$ cat src/rtl/rotate_pkg.sv
// Shared constants for the Keccak rho encoder/decoder pair: geometry,
// per-lane z offsets and the decoder FSM encoding.
package rotate_pkg;

  localparam int SLICES = 64;
  localparam int LANES  = 25;
  localparam int CW     = 6;

  // Lane i = x + 5*y; the encoder moves lane i from slice z to z + ROT_OFF[i].
  localparam logic [CW-1:0] ROT_OFF [0:LANES-1] = '{
    6'd0,  6'd1,  6'd62, 6'd28, 6'd27,
    6'd36, 6'd44, 6'd6,  6'd55, 6'd20,
    6'd3,  6'd10, 6'd43, 6'd25, 6'd39,
    6'd41, 6'd45, 6'd15, 6'd21, 6'd8,
    6'd18, 6'd2,  6'd61, 6'd56, 6'd14
  };

  typedef enum logic [2:0] {
    ST_IDLE  = 3'd0,
    ST_LOAD  = 3'd1,
    ST_WR_HI = 3'd2,
    ST_WR_LO = 3'd3,
    ST_DONE  = 3'd4
  } state_e;

endpackage

$ cat src/rtl/inv_rot_slice.sv
// Combinational rho-inverse for one output slice: bit i of slice z comes
// from buffered slice (z + ROT_OFF[i]) mod 64, lane i.
module inv_rot_slice
  import rotate_pkg::*;
(
  input  logic [CW-1:0]    z,
  input  logic [LANES-1:0] slice_buf [SLICES],
  output logic [LANES-1:0] slice_out
);

  for (genvar i = 0; i < LANES; i++) begin : g_lane
    logic [CW-1:0] src_idx;
    // 6-bit add wraps mod 64 by construction.
    assign src_idx      = z + ROT_OFF[i];
    assign slice_out[i] = slice_buf[src_idx][i];
  end

endmodule

$ cat src/rtl/inverse_rotate_top.sv
// Buffers 64 input slices, then streams the rho-inverse of each slice out
// as a one-cycle write strobe followed by at least one idle cycle.
module inverse_rotate_top
  import rotate_pkg::*;
(
  input  logic             clk,
  input  logic             rst,
  input  logic             rotate_en,
  input  logic [LANES-1:0] line_in,
  output logic [CW-1:0]    cnt_value,
  output logic             write_enable,
  output logic [LANES-1:0] write_value,
  output logic [CW-1:0]    write_addr,
  output logic             donee,
  output logic [2:0]       dbg_state
);

  // Handshake: rotate_en is a level sampled only in IDLE; the write side has
  // no backpressure, write_value/write_addr are valid while write_enable=1,
  // and donee stays high until rotate_en is seen low.

  state_e           state_q, state_d;
  logic [CW-1:0]    cnt_d;
  logic [CW-1:0]    z_q, z_d;
  logic             we_d, done_d;
  logic [LANES-1:0] wv_d, dec_slice;
  logic [CW-1:0]    wa_d;
  logic [LANES-1:0] slice_buf [SLICES];

  assign dbg_state = state_q;

  inv_rot_slice u_inv_rot_slice (
    .z         (z_q),
    .slice_buf (slice_buf),
    .slice_out (dec_slice)
  );

  // Buffer is deliberately not reset; it is fully rewritten in LOAD.
  always_ff @(posedge clk) begin
    if (state_q == ST_LOAD) slice_buf[cnt_value] <= line_in;
  end

  always_comb begin
    state_d = state_q;
    cnt_d   = cnt_value;
    z_d     = z_q;
    we_d    = 1'b0;
    wv_d    = write_value;
    wa_d    = write_addr;
    done_d  = donee;
    case (state_q)
      ST_IDLE: begin
        cnt_d  = '0;
        done_d = 1'b0;
        if (rotate_en) state_d = ST_LOAD;
      end
      ST_LOAD: begin
        cnt_d = cnt_value + 1'b1;
        if (cnt_value == CW'(SLICES - 1)) state_d = ST_WR_HI;
      end
      ST_WR_HI: begin
        we_d    = 1'b1;
        wv_d    = dec_slice;
        wa_d    = z_q;
        state_d = ST_WR_LO;
      end
      ST_WR_LO: begin
        if (z_q == CW'(SLICES - 1)) begin
          z_d     = '0;
          state_d = ST_DONE;
        end else begin
          z_d     = z_q + 1'b1;
          state_d = ST_WR_HI;
        end
      end
      ST_DONE: begin
        // donee is guaranteed at least one cycle high before release.
        done_d = 1'b1;
        if (donee && !rotate_en) begin
          done_d  = 1'b0;
          state_d = ST_IDLE;
        end
      end
      default: state_d = ST_IDLE;
    endcase
  end

  always_ff @(posedge clk or negedge rst) begin
    if (!rst) begin
      state_q      <= ST_IDLE;
      cnt_value    <= '0;
      z_q          <= '0;
      write_enable <= 1'b0;
      write_value  <= '0;
      write_addr   <= '0;
      donee        <= 1'b0;
    end else begin
      state_q      <= state_d;
      cnt_value    <= cnt_d;
      z_q          <= z_d;
      write_enable <= we_d;
      write_value  <= wv_d;
      write_addr   <= wa_d;
      donee        <= done_d;
    end
  end

endmodule
$ cat config.mk
export PLATFORM = sky130hd
export DESIGN_NAME = inverse_rotate_top
export DESIGN_NICKNAME = d
export VERILOG_FILES = /design/src/rtl/rotate_pkg.sv /design/src/rtl/inv_rot_slice.sv /design/src/rtl/inverse_rotate_top.sv
export SDC_FILE = /design/constraint.sdc
export NUM_CORES = 2
export LEC_CHECK = 0
export ABC_AREA = 1
export ABC_CLOCK_PERIOD_IN_PS = 3700
export BUFFER_PORTS_ARGS = -buffer_cell sky130_fd_sc_hd__buf_2
export CAP_MARGIN = 40
export CORE_MARGIN = 2
export CORE_UTILIZATION = 54
export CTS_CLUSTER_SIZE = 14
export DETAILED_ROUTE_END_ITERATION = 8
export PLACE_DENSITY_LB_ADDON = 0.1
export SKIP_LAST_GASP = 1
export SLEW_MARGIN = 10
export SYNTH_ARGS = -nofsm -noshare
export SYNTH_HDL_FRONTEND = slang
export SYNTH_SLANG_ARGS = --single-unit
$ cat constraint.sdc
create_clock -name clk -period 3.7 [get_ports clk]
set_input_delay 0.555 -clock clk [delete_from_list [all_inputs] [get_ports clk]]
set_output_delay 0.555 -clock clk [all_outputs]
set_load 0.02 [all_outputs]
==> run_results.csv <==
group,metric,value,unit
floorplanning,die_w,362,um
yosys,yosysSeqAreaShare,71.2,%
placed_design,dp_slack,801,ps
routing,drtIter0Drc,6641,
placed_design,place_congestion,0.979,
placed_design,dp.final_hpwl,121,mm
routing,drt_wl_total,206,mm
timing,timing.fmax,339,MHz
clock_tree,clock_latency,820,ps
floorplanning,core_area,127000,um^2
routing,num_vias,47100,
setup_path,crit_required,4460,ps
outcome,outcome,"finished, final reports clean",
grt,grt_pass1_wl,300,mm
floorplanning,die_y,362,um
routing,routedWlPerCell,25.2,um
timing,min_period,2950,ps
clock_tree,cts_buffer_depth,3,
min_path,hold_class,"primary input to flip-flop",
routing,vias_per_cell,5.77,
grt,antenna_found_initial,1,
timing,max_slew_margin,27.3,%
clock_tree,cts_tree,"yes",
yosys,synthCells,6267,
yosys,ys_top_cells_by_count,"2146 x nand2_1, 1600 x edfxtp_1, 1139 x nand3_1",
setup_path,end_kind,"flip-flop",
setup_path,arrival,3710,ps
clock_tree,cts_resized,0,
timing,skew,31.8,ps
yosys,synth.largest_area_cell,"edfxtp_1",
power,p_leak,30.3,nW
timing,setup_ws,752,ps
yosys,syn_avg_cell_area,11.0,um^2
power,max-vdd-ir-drop,1420,uV
layout,fin_cells,8177,
setup_path,critPathLaunchType,"flip-flop",
timing,period_share,79.7,%
layout,nets,6421,
layout,post-route-util,61.2,%
timing,setup_tns,0,ps
yosys,synth_cell_type_count,29,
floorplanning,die_area,131000,um^2
yosys,syn_nets,6317,
layout,area_delta_synth_final,12.6,%
grt,grt_max_degree,174,
routing,drc,0,
yosys,async_reset_ff_share,2.91,%
grt,grt.overflow.total,0,
yosys,yosysMostFrequentCell,"nand2_1",
timing,setup_viol_count_final,0,
run,max_cap_violations,0,
yosys,synth_ff_type,"edfxtp_1",
clock_tree,path_clk_slew,60,ps
clock_tree,cts_buffers,170,
floorplanning,rows,131,
power,p_total,63.4,mW
yosys,synth_top_area_share,69.4,%
placed_design,port_buffers,69,
yosys,ys_seq_elements,1648,
yosys,synth_edf_count,1600,
grt,first_global_vias,44100,
routing,drt_first_pass_iters,6,
floorplanning,ios,70,
placed_design,dp_cells,7859,
clock_tree,cts-root-buf,"clkbuf_16",
yosys,synth_area_leaders,"edfxtp_1 69%, nand2_1 12%, nand3_1 8.2%",
grt,grt_use_total,31.5,%
setup_path,cp_max_fo,136,
setup_path,critPathKind,"flip-flop to flip-flop",
floorplanning,initial_utilization,54.3,%
clock_tree,h-tree-depth,4,
clock_tree,cts.sink_count,1648,
timing,tightest_slew,1090,ps
yosys,synth_area,69200,um^2
yosys,yosys_warnings,0,
routing,ant_nets,0,
timing,rsz0062_at_grt,"false",
timing,slew_viol_final,0,
power,p_per_area,813,nW/um^2
layout,layout-drive-gt1-share,8.97,%
timing,finalHoldViolCount,0,
clock_tree,postCtsSetupBuffers,0,
sequential cells by signal (all words and copies together), names as in the netlist:
register,count
dbg_state,3
write_value,25
cnt_value,6
write_enable,1
slice_buf,1600
donee,1
write_addr,6
z_q,6
area by class of cell:
class                           instances  area, um^2
Antenna cell                            1        2.50
Clock buffer                          233        4600
Clock inverter                         82         787
Fill cell                           10100       49400
Inverter                              453        1720
Multi-Input combinational cell       3824       17000
Sequential cell                      1648       49300
Tap cell                             1662        2080
Timing Repair Buffer                  274        2460
stage by stage:
step / cell area (um^2) / hold WS [ps]
CTS: 77900 / 6.83
global placement: 72400 / 462
detailed placement: 72500 / 453
finish: 77900 / 60.8
global route: 77900 / 100
floorplan: 69200 / 259
critical path: stages (launching register included):
cell,delay (ps)
dfrtp_4,500
buf_12,520
buf_4,520
nand2_1,110
nand2_1,90
nand2_1,40
nand3_1,140
nand3_1,250
nand3_1,180
nand3_1,90
nand2_1,130
nand2_1,70
nand2_1,70
where the power goes:
group / total (mW) / switching [mW] / internal [mW]
registers: 21.5 / 0.430 / 21.1
clock network: 16.8 / 7.20 / 9.57
logic: 25.1 / 18.6 / 6.52
total: 63.4 / 26.2 / 37.2
final timing paths:
check	from	endpoint	slack, ps	cells past startpoint
min in group asynchronous	rst	cnt_value[1]	170	2
setup / recovery	z_q[0]	write_value[2]	750	12
hold reg to reg	write_value[2]	write_value[2]	480	2
hold / removal	rotate_en	dbg_state[0]	60	3
setup reg to reg	z_q[0]	write_value[2]	750	12
max in group asynchronous	rst	z_q[2]	2930	3
timing repair:
action,in CTS,in global routing
endpoints found under the hold margin,52,0
endpoints found under the setup margin,0,0
hold buffers,2,0
routing by layer:
layer,GRT usage [%],wire length (um),vias to the layer above
li1,-,-,21400
met4,14.0,9740,0
met5,0,0,-
met1,43.4,82600,23100
met2,49.2,96000,2181
met3,5.65,18100,431
cell usage in the layout (no fill, tap or decap), types with 3 or more instances in the layout:
master     instances
nand2_1         2146
edfxtp_1        1600
nand3_1         1139
inv_1            445
nor2_1           237
clkbuf_16        172
buf_4            160
o21ai_0          140
buf_2             67
nor2_4            65
clkbuf_1          54
dfrtp_1           45
buf_12            44
clkinv_1          33
xor2_1            33
clkinv_2          25
ha_1              20
bufinv_16         12
o22ai_1            7
inv_6              7
a21oi_1            7
clkbuf_8           7
o21ai_1            6
inv_2              4
nand3b_1           4
xnor2_1            4
inv_16             4
nor3_1             3
clkinv_8           3
dfrtp_4            3
logic make-up (layout without fill, tap and decap cells):
kind of cell | Yosys count | count (layout) | synth area share [%]
fa+ha+maj | 22 | 22 | 0.398
buf+inv | 795 | 1042 | 5.06
flops | 1648 | 1648 | 71.2
compound gates | 165 | 165 | 1.23
xor+xnor | 42 | 42 | 0.542
other cells | 0 | 1 | 0
simple gates | 3595 | 3595 | 21.6
(Power assumes the default switching activity.)
